File: config.mk
export PLATFORM = sky130hd
export DESIGN_NAME = shift_decode_stage_flat
export DESIGN_NICKNAME = d
export VERILOG_FILES = /design/src/rtl/shift_decode_stage_pkg.sv /design/src/rtl/shift_decode_stage_if.sv /design/src/rtl/shift_decode_stage_decode.sv /design/src/rtl/shift_decode_stage.sv /design/src/flat_wrapper.sv
export SDC_FILE = /design/constraint.sdc
export NUM_CORES = 1
export LEC_CHECK = 0
export ABC_CLOCK_PERIOD_IN_PS = 8700
export CAP_MARGIN = 20
export CORE_UTILIZATION = 40
export DETAILED_ROUTE_END_ITERATION = 6
export PLACE_DENSITY = 0.73
export SETUP_SLACK_MARGIN = 0.02
export SYNTH_ARGS = -nofsm -noshare
export SYNTH_HDL_FRONTEND = slang
export SYNTH_SLANG_ARGS = --single-unit
File: constraint.sdc
create_clock -name CLOCK_50 -period 8.7 [get_ports CLOCK_50]
set_input_delay 2.175 -clock CLOCK_50 [delete_from_list [all_inputs] [get_ports CLOCK_50]]
set_output_delay 2.175 -clock CLOCK_50 [all_outputs]
set_load 0.05 [all_outputs]
File: src/rtl/shift_decode_stage_pkg.sv
// Shared constants and types for the shift decode stage: MIPS shift opcodes/functs
// and the layout of one decoded shift command.
package shift_decode_stage_pkg;

    localparam int INSTR_W = 32;
    localparam int DATA_W  = 32;
    localparam int SAMT_W  = 5;
    localparam int RD_W    = 5;

    localparam logic [5:0] OPCODE_SPECIAL = 6'b000000;
    localparam logic [5:0] FUNCT_SLL      = 6'b000000;
    localparam logic [5:0] FUNCT_SRL      = 6'b000010;
    localparam logic [5:0] FUNCT_SLLV     = 6'b000100;
    localparam logic [5:0] FUNCT_SRLV     = 6'b000110;

    typedef enum logic [2:0] {
        OP_SLL,
        OP_SRL,
        OP_SLLV,
        OP_SRLV,
        OP_ILLEGAL
    } shift_op_e;

    typedef struct packed {
        logic              left;
        logic [SAMT_W-1:0] samt;
        logic [DATA_W-1:0] regis;
        logic [RD_W-1:0]   rd;
        logic              illegal;
    } decoded_t;

    // Everything that is not one of the four logical shifts (sra/srav included) is illegal.
    function automatic shift_op_e classify(input logic [INSTR_W-1:0] instr);
        if (instr[31:26] != OPCODE_SPECIAL) begin
            return OP_ILLEGAL;
        end
        case (instr[5:0])
            FUNCT_SLL:  return OP_SLL;
            FUNCT_SRL:  return OP_SRL;
            FUNCT_SLLV: return OP_SLLV;
            FUNCT_SRLV: return OP_SRLV;
            default:    return OP_ILLEGAL;
        endcase
    endfunction

endpackage

File: src/rtl/shift_decode_stage_if.sv
// Handshake and data bundle between upstream, the shift decode stage and the shifter.
interface shift_decode_stage_if
    import shift_decode_stage_pkg::*;
#(
    parameter int CNT_W = 8
);

    logic               in_valid;
    logic               in_ready;
    logic [INSTR_W-1:0] in_instr;
    logic [DATA_W-1:0]  in_rs;
    logic [DATA_W-1:0]  in_rt;
    logic               out_valid;
    logic               out_ready;
    logic               left;
    logic [DATA_W-1:0]  regis;
    logic [SAMT_W-1:0]  samt;
    logic [RD_W-1:0]    out_rd;
    logic               out_illegal;
    logic [CNT_W-1:0]   illegal_count;

    // master is the surrounding pipeline (upstream producer plus downstream shifter)
    modport master (
        output in_valid, in_instr, in_rs, in_rt, out_ready,
        input  in_ready, out_valid, left, regis, samt, out_rd, out_illegal, illegal_count
    );

    modport slave (
        input  in_valid, in_instr, in_rs, in_rt, out_ready,
        output in_ready, out_valid, left, regis, samt, out_rd, out_illegal, illegal_count
    );

endinterface

File: src/rtl/shift_decode_stage_decode.sv
// Purely combinational decode of one instruction into a shift command.
module shift_decode
    import shift_decode_stage_pkg::*;
(
    input  logic [INSTR_W-1:0] instr,
    input  logic [DATA_W-1:0]  rs,
    input  logic [DATA_W-1:0]  rt,
    output decoded_t           entry
);

    shift_op_e op;
    logic      unused_fields;

    assign op            = classify(instr);
    assign unused_fields = ^{instr[25:16], rs[DATA_W-1:SAMT_W]};

    // Illegal entries carry only the flag so the shifter sees a harmless zero command.
    always_comb begin
        entry = '0;
        if (op == OP_ILLEGAL) begin
            entry.illegal = 1'b1;
        end else begin
            entry.left  = (op == OP_SLL) || (op == OP_SLLV);
            entry.samt  = ((op == OP_SLLV) || (op == OP_SRLV)) ? rs[SAMT_W-1:0] : instr[10:6];
            entry.regis = rt;
            entry.rd    = instr[15:11];
        end
    end

endmodule

File: src/rtl/shift_decode_stage.sv
// Shift decode pipeline stage: decode, two-entry skid buffer (main + skid) and a
// saturating counter of accepted illegal instructions.
module shift_decode_stage
    import shift_decode_stage_pkg::*;
#(
    parameter int CNT_W = 8
)(
    input  logic                  CLOCK_50,
    input  logic                  reset,
    shift_decode_stage_if.slave   bus
);

    decoded_t         dec;
    decoded_t         main_q;
    decoded_t         skid_q;
    logic             main_valid;
    logic             skid_valid;
    logic             accept;
    logic [CNT_W-1:0] count_q;

    shift_decode u_decode (
        .instr (bus.in_instr),
        .rs    (bus.in_rs),
        .rt    (bus.in_rt),
        .entry (dec)
    );

    assign bus.in_ready = !skid_valid;
    assign accept       = bus.in_valid && !skid_valid;

    // Main loads whenever it is empty or draining; skid is preferred so order stays FIFO.
    always_ff @(posedge CLOCK_50 or posedge reset) begin
        if (reset) begin
            main_q     <= '0;
            main_valid <= 1'b0;
            skid_q     <= '0;
            skid_valid <= 1'b0;
        end else if (!main_valid || bus.out_ready) begin
            if (skid_valid) begin
                main_q     <= skid_q;
                main_valid <= 1'b1;
                skid_valid <= 1'b0;
            end else if (accept) begin
                main_q     <= dec;
                main_valid <= 1'b1;
            end else begin
                main_valid <= 1'b0;
            end
        end else if (accept) begin
            skid_q     <= dec;
            skid_valid <= 1'b1;
        end
    end

    always_ff @(posedge CLOCK_50 or posedge reset) begin
        if (reset) begin
            count_q <= '0;
        end else if (accept && dec.illegal && (count_q != '1)) begin
            count_q <= count_q + CNT_W'(1);
        end
    end

    assign bus.out_valid     = main_valid;
    assign bus.left          = main_q.left;
    assign bus.samt          = main_q.samt;
    assign bus.regis         = main_q.regis;
    assign bus.out_rd        = main_q.rd;
    assign bus.out_illegal   = main_q.illegal;
    assign bus.illegal_count = count_q;

endmodule

File: src/flat_wrapper.sv
// flat-port wrapper written by rule: the top's interface ports become plain ports
module shift_decode_stage_flat import shift_decode_stage_pkg::*;
#(
    parameter int CNT_W = 8
)
  (CLOCK_50, reset, bus_in_valid, bus_in_instr, bus_in_rs, bus_in_rt, bus_out_ready, bus_in_ready, bus_out_valid, bus_left, bus_regis, bus_samt, bus_out_rd, bus_out_illegal, bus_illegal_count);
  shift_decode_stage_if #(.CNT_W(CNT_W)) bus_i ();
  input  logic CLOCK_50;
  input  logic reset;
  input wire logic [$bits(bus_i.in_valid)-1:0] bus_in_valid;
  input wire logic [$bits(bus_i.in_instr)-1:0] bus_in_instr;
  input wire logic [$bits(bus_i.in_rs)-1:0] bus_in_rs;
  input wire logic [$bits(bus_i.in_rt)-1:0] bus_in_rt;
  input wire logic [$bits(bus_i.out_ready)-1:0] bus_out_ready;
  output wire logic [$bits(bus_i.in_ready)-1:0] bus_in_ready;
  output wire logic [$bits(bus_i.out_valid)-1:0] bus_out_valid;
  output wire logic [$bits(bus_i.left)-1:0] bus_left;
  output wire logic [$bits(bus_i.regis)-1:0] bus_regis;
  output wire logic [$bits(bus_i.samt)-1:0] bus_samt;
  output wire logic [$bits(bus_i.out_rd)-1:0] bus_out_rd;
  output wire logic [$bits(bus_i.out_illegal)-1:0] bus_out_illegal;
  output wire logic [$bits(bus_i.illegal_count)-1:0] bus_illegal_count;
  assign bus_i.in_valid = bus_in_valid;
  assign bus_i.in_instr = bus_in_instr;
  assign bus_i.in_rs = bus_in_rs;
  assign bus_i.in_rt = bus_in_rt;
  assign bus_i.out_ready = bus_out_ready;
  assign bus_in_ready = bus_i.in_ready;
  assign bus_out_valid = bus_i.out_valid;
  assign bus_left = bus_i.left;
  assign bus_regis = bus_i.regis;
  assign bus_samt = bus_i.samt;
  assign bus_out_rd = bus_i.out_rd;
  assign bus_out_illegal = bus_i.out_illegal;
  assign bus_illegal_count = bus_i.illegal_count;
  shift_decode_stage #(.CNT_W(CNT_W)) u_core (.CLOCK_50(CLOCK_50), .reset(reset), .bus(bus_i));
endmodule
Word level (Yosys, flattened, before mapping)
Index checks and enable logic that the tools add are counted.

operators by class
  $add $sub $neg = 1
  equality and inequality tests = 7
  muxes and demuxes = 13
  bitwise gates (word level) = 1
  reduce and logical (&&, ||, !) cells = 15

operators by type and width
  cell                                                             count
  44-bit two-way mux                                               2
  43-bit two-way mux                                               1
  6-bit by 3-bit == test with 1-bit output, second input constant  2
  3-bit case mux with 4 select lines                               1
  8-bit by 1-bit adder with 8-bit output, second input constant    1
  8-bit != test, second input constant                             1
  3-bit by 2-bit == test with 1-bit output, second input constant  2
  6-bit by 2-bit == test with 1-bit output, second input constant  1
  6-bit logical NOT                                                1
  1-bit two-way mux                                                6
  3-bit two-way mux                                                2
  6-bit nonzero test                                               1
  5-bit two-way mux                                                1
  2-bit AND reduction                                              2
  2-bit nonzero test                                               2
  3-bit == test, second input constant                             1
  1-bit logical AND                                                3
  3-bit logical NOT                                                1
  1-bit logical OR                                                 3
  1-bit logical NOT                                                2
  1-bit inverter                                                   1

word-level totals
  register bits after elaboration = 98
  input port bits = 100
  output and inout bits = 54
  logic and storage cells = 50

Logic depth before layout (Yosys ltp)
  depth in word-level cells = 9
  gate-level depth with buffers = 7
  depth with buffers taken out = 4

By module
Synthesis repeated with hierarchy kept, for this count alone.

unflattened totals
  cells, all modules = 386
  area total of the unflattened synthesis = 5182.5 um^2

by module, submodules not included
  module              times used  cells an instance  area an instance (um^2)  seq. area each (um^2)
  shift_decode_stage  1           281                4327.9                   2452.4
  shift_decode        1           105                854.6                    0.0

Least setup slack after synthesis
No wires, ideal clock.

  path kind = flip-flop to output port
  from = register u_core.skid_valid
  to = output bus_in_ready
  arrival = 1.164 ns
  required time = 6.525 ns
  slack = 5.361 ns
  stages on the path, launching flop included = 4
  path buffers = 2
  path through = dfrtp_1 > buf_2 > inv_2 > clkbuf_1

between the ends
  cells in the longest elaborated chain, start to end = 1

RTL lines
  item                    line                      text
  start, declared         shift_decode_stage.sv:17  logic skid_valid;
  start signal, assigned  shift_decode_stage.sv:37  skid_valid <= 1'b0;
  start signal, assigned  shift_decode_stage.sv:42  skid_valid <= 1'b0;
  start signal, assigned  shift_decode_stage.sv:51  skid_valid <= 1'b1;
  1-bit logical NOT       shift_decode_stage.sv:28  assign bus.in_ready = !skid_valid;
  end, declared           flat_wrapper.sv:15        output wire logic [$bits(bus_i.in_ready)-1:0] bus_in_ready;

No other way between the ends.

Final worst setup path
Ends and elaborated chain as after synthesis.

==> run_results.csv <==
group,metric,value,unit
status,status,"completed",
worst_setup_path,worstPathArrival,2.89,ns
global_route,grt_max_degree,89,
detailed_routing,firstDrtPassIters,5,
clock_network,cts_resized,0,
worst_setup_path,worstPathRequired,6.53,ns
die,core-area,10400,um^2
detailed_routing,route.detailed.drc,0,
worst_setup_path,setup.worst_path.end_class,"primary output",
die,initial_core_util,0.417,
power_and_ir_drop,comb_power_share,0.342,
final_layout,final_cells,715,
global_route,grt_pass1_wl,17200,um
clock_network,postCtsSetupRepairBufs,0,
final_layout,fin_nets,676,
clock_network,hold_buffers,0,
die,num_rows,37,
detailed_routing,met1_length,4710,um
synthesis,synth_top_area_cell,"dfrtp_1",
clock_network,cts_inserted_buffers,9,
synthesis,syn-instance-count,482,
placement,place_area,5540,um^2
placement,placed_cells,699,
detailed_routing,viasPerCell,5.17,
sta,setup_viol,0,
clock_network,clock_path_buffers,2,
worst_setup_path,r2r_start,"u_core.skid_valid$_DFFE_PP0P_",
detailed_routing,wirelength,10300,um
detailed_routing,vias,3694,
sta,clock.fmax,197,MHz
synthesis,synthTopCellsByArea,"dfrtp_1, a21oi_1, nand2_1",
synthesis,synth.top_cell.area_share,0.565,
sta,rsz0062_at_grt,"no",
power_and_ir_drop,irDropWorstVdd,0.102,mV
detailed_routing,routed-wl-met2,5000,um
global_route,antenna_found_initial,0,
detailed_routing,dr_wl_met3,450,um
clock_network,cts_tree,"done",
power_and_ir_drop,power.density,215,nW/um^2
synthesis,syn_nets,583,
placement,place_ws,4.00,ns
clock_network,clock_tree.root_cell,"clkbuf_8",
final_layout,final_area,5730,um^2
sta,tightest_slew,1.04,ns
final_layout,area_delta_synth_final,32.0,%
die,chipWidth,106,um
clock_network,clock_latency,0.34,ns
placement,dp_hpwl,6550,um
sta,finalClockSkew,0.0128,ns
synthesis,synth_cell_types,34,
global_route,grt_pass1_vias,3588,
die,chipHeight,106,um
clock_network,cts_sinks,98,
sta,relSlewSlack,0.306,
worst_hold_path,hold_class,"flop to flop",
worst_setup_path,crit_start,"u_core.skid_valid$_DFFE_PP0P_",
sta,hold_viol_final,0,
clock_network,cts-htree-levels,3,
sta,finalCriticalPeriod,5.07,ns
synthesis,yosysWarnings,0,
power_and_ir_drop,p_clk_frac,0.213,
power_and_ir_drop,seqPwrFrac,0.445,
sta,fin_ws,3.63,ns
die,io_pins,154,
synthesis,ys_seq_area_frac,0.565,
detailed_routing,drtIter0Drc,195,
worst_setup_path,worstPathMaxFanout,55,
detailed_routing,maxUsedRoutingLayer,"met4",
run,drv_cap,0,
sta,fin_crit_sh,0.582,
detailed_routing,wl_per_cell,14.3,um
global_route,grt_use_total,0.189,
die,die-area,11300,um^2
final_layout,layout-drive-gt1-share,0.0484,
power_and_ir_drop,internal_power,763,uW
worst_hold_path,min_from,"u_core.skid_q[0]$_DFFE_PP0P_",
sta,drv_slew,0,
detailed_routing,ant_nets,0,
power_and_ir_drop,p_sw_frac,0.380,
worst_setup_path,crit_type,"flop to primary output",
placement,io_buffers,116,
synthesis,syn_avg_cell_area,9.01,um^2
placement,gp_congestion,0.705,
power_and_ir_drop,power_leakage,2.30,nW
worst_setup_path,start_kind,"flop",
synthesis,ys_seq_elements,98,
power_and_ir_drop,p_switching,468,uW
clock_network,clk_pin_slew,0.10,ns
sta,finalSetupTns,0,ns
final_layout,antenna-diode-count,0,
synthesis,syn-cell-area,4340,um^2
global_route,overflow,0,
-- final timing paths --
kind / slack [ns] / endpoint / cells after the start
min reg2reg: 0.48 / u_core.skid_q[0]$_DFFE_PP0P_ / 2
max in group asynchronous: 5.31 / u_core.skid_valid$_DFFE_PP0P_ / 3
max reg2reg: 5.61 / u_core.skid_q[43]$_DFFE_PP0P_ / 3
max: 3.63 / bus_in_ready / 2
min: 0.48 / u_core.skid_q[0]$_DFFE_PP0P_ / 2
min in group asynchronous: 2.26 / u_core.skid_q[21]$_DFFE_PP0P_ / 2
-- power groups by stage --
stage                     clock, mW  sequential, mW  combinational, mW
after CTS                     0.269           0.549              0.422
after global placement            0           0.555              0.416
final                         0.262           0.548              0.421
after detailed placement          0           0.558              0.421
after global routing          0.287           0.556              0.444
after floorplan                   0           0.715              0.101
-- cell families (layout without fill, tap and decap cells) --
| kind of cell | Yosys count | in the layout | synth area share |
|---|---|---|---|
| AOI/OAI and AO/OA | 134 | 134 | 0.161 |
| DFF | 98 | 98 | 0.565 |
| muxes | 6 | 6 | 0.0141 |
| and+or+nand+nor | 195 | 195 | 0.195 |
| adders and majority gates | 1 | 1 | 0.00288 |
| buffers and inverters | 41 | 138 | 0.0484 |
| xor gates and xnor gates | 7 | 7 | 0.0141 |
-- Yosys cell counts, drive strengths merged --
cell type	n
mux2i	5
and4	2
nand2b	2
nor2	53
nand4	2
o31ai	6
a221oi	1
nor4b	1
mux2	1
nand2	85
o21ai	41
xor2	3
nand4b	1
a311oi	1
buf	14
clkbuf	24
nor3b	1
nor4	2
a21oi	84
dfrtp	98
xnor2	4
ha	1
or3	5
nand3	40
nor2b	1
inv	3
a41o	1
-- stage by stage --
stage               total power [mW]  hold WS, ns   util
floorplan                      0.816        0.445      -
CTS                             1.24        0.488  0.548
detailed placement             0.979        0.470  0.531
global route                    1.29        0.514  0.550
global placement               0.971        0.461  0.531
finish                          1.23        0.484  0.550
-- worst max-delay path: stages, from the launching register on --
cell	delay (ns)
dfrtp_2	1.07
inv_2	0.60
clkdlybuf4s50_1	0.85
-- area by class of cell --
cell class,count,area (um^2)
Fill cell,987,4680
Sequential cell,98,2450
Multi-Input combinational cell,343,1710
Timing Repair Buffer,120,1210
Tap cell,136,170
Clock buffer,11,141
Clock inverter,4,28.8
Inverter,3,13.8
-- placed cells by master (no fill, tap or decap), drive strengths merged --
master | synthesis | routed
clkdlybuf4s50 | 0 | 116
dfrtp | 98 | 98
nand2 | 85 | 85
a21oi | 84 | 84
nor2 | 53 | 53
o21ai | 41 | 41
nand3 | 40 | 40
clkbuf | 24 | 11
o31ai | 6 | 6
mux2i | 5 | 5
or3 | 5 | 5
xnor2 | 4 | 4
buf | 14 | 4
xor2 | 3 | 3
inv | 3 | 3
nand4 | 2 | 2
nand2b | 2 | 2
clkinvlp | 0 | 2
nor4 | 2 | 2
and4 | 2 | 2
clkinv | 0 | 2
nor2b | 1 | 1
a41o | 1 | 1
mux2 | 1 | 1
nor3b | 1 | 1
nand4b | 1 | 1
a311oi | 1 | 1
nor4b | 1 | 1
a221oi | 1 | 1
ha | 1 | 1
-- per-layer routing --
metal | global-route usage | vias to the layer above
met5 | 0 | -
met1 | 0.245 | 1762
li1 | - | 1817
met2 | 0.323 | 109
met3 | 0.0264 | 6
met4 | 0.0665 | 0
-- state kept, by name (all words and copies together), names as in the netlist --
| signal | cells |
|---|---|
| u_core.skid_q | 44 |
| u_core.bus.regis | 32 |
| u_core.bus.illegal_count | 8 |
| u_core.bus.out_rd | 5 |
| u_core.bus.samt | 5 |
| u_core.bus.left | 1 |
| u_core.bus.out_illegal | 1 |
| u_core.bus.out_valid | 1 |
| u_core.skid_valid | 1 |
No activity file was read; power rests on OpenSTA's default activity.
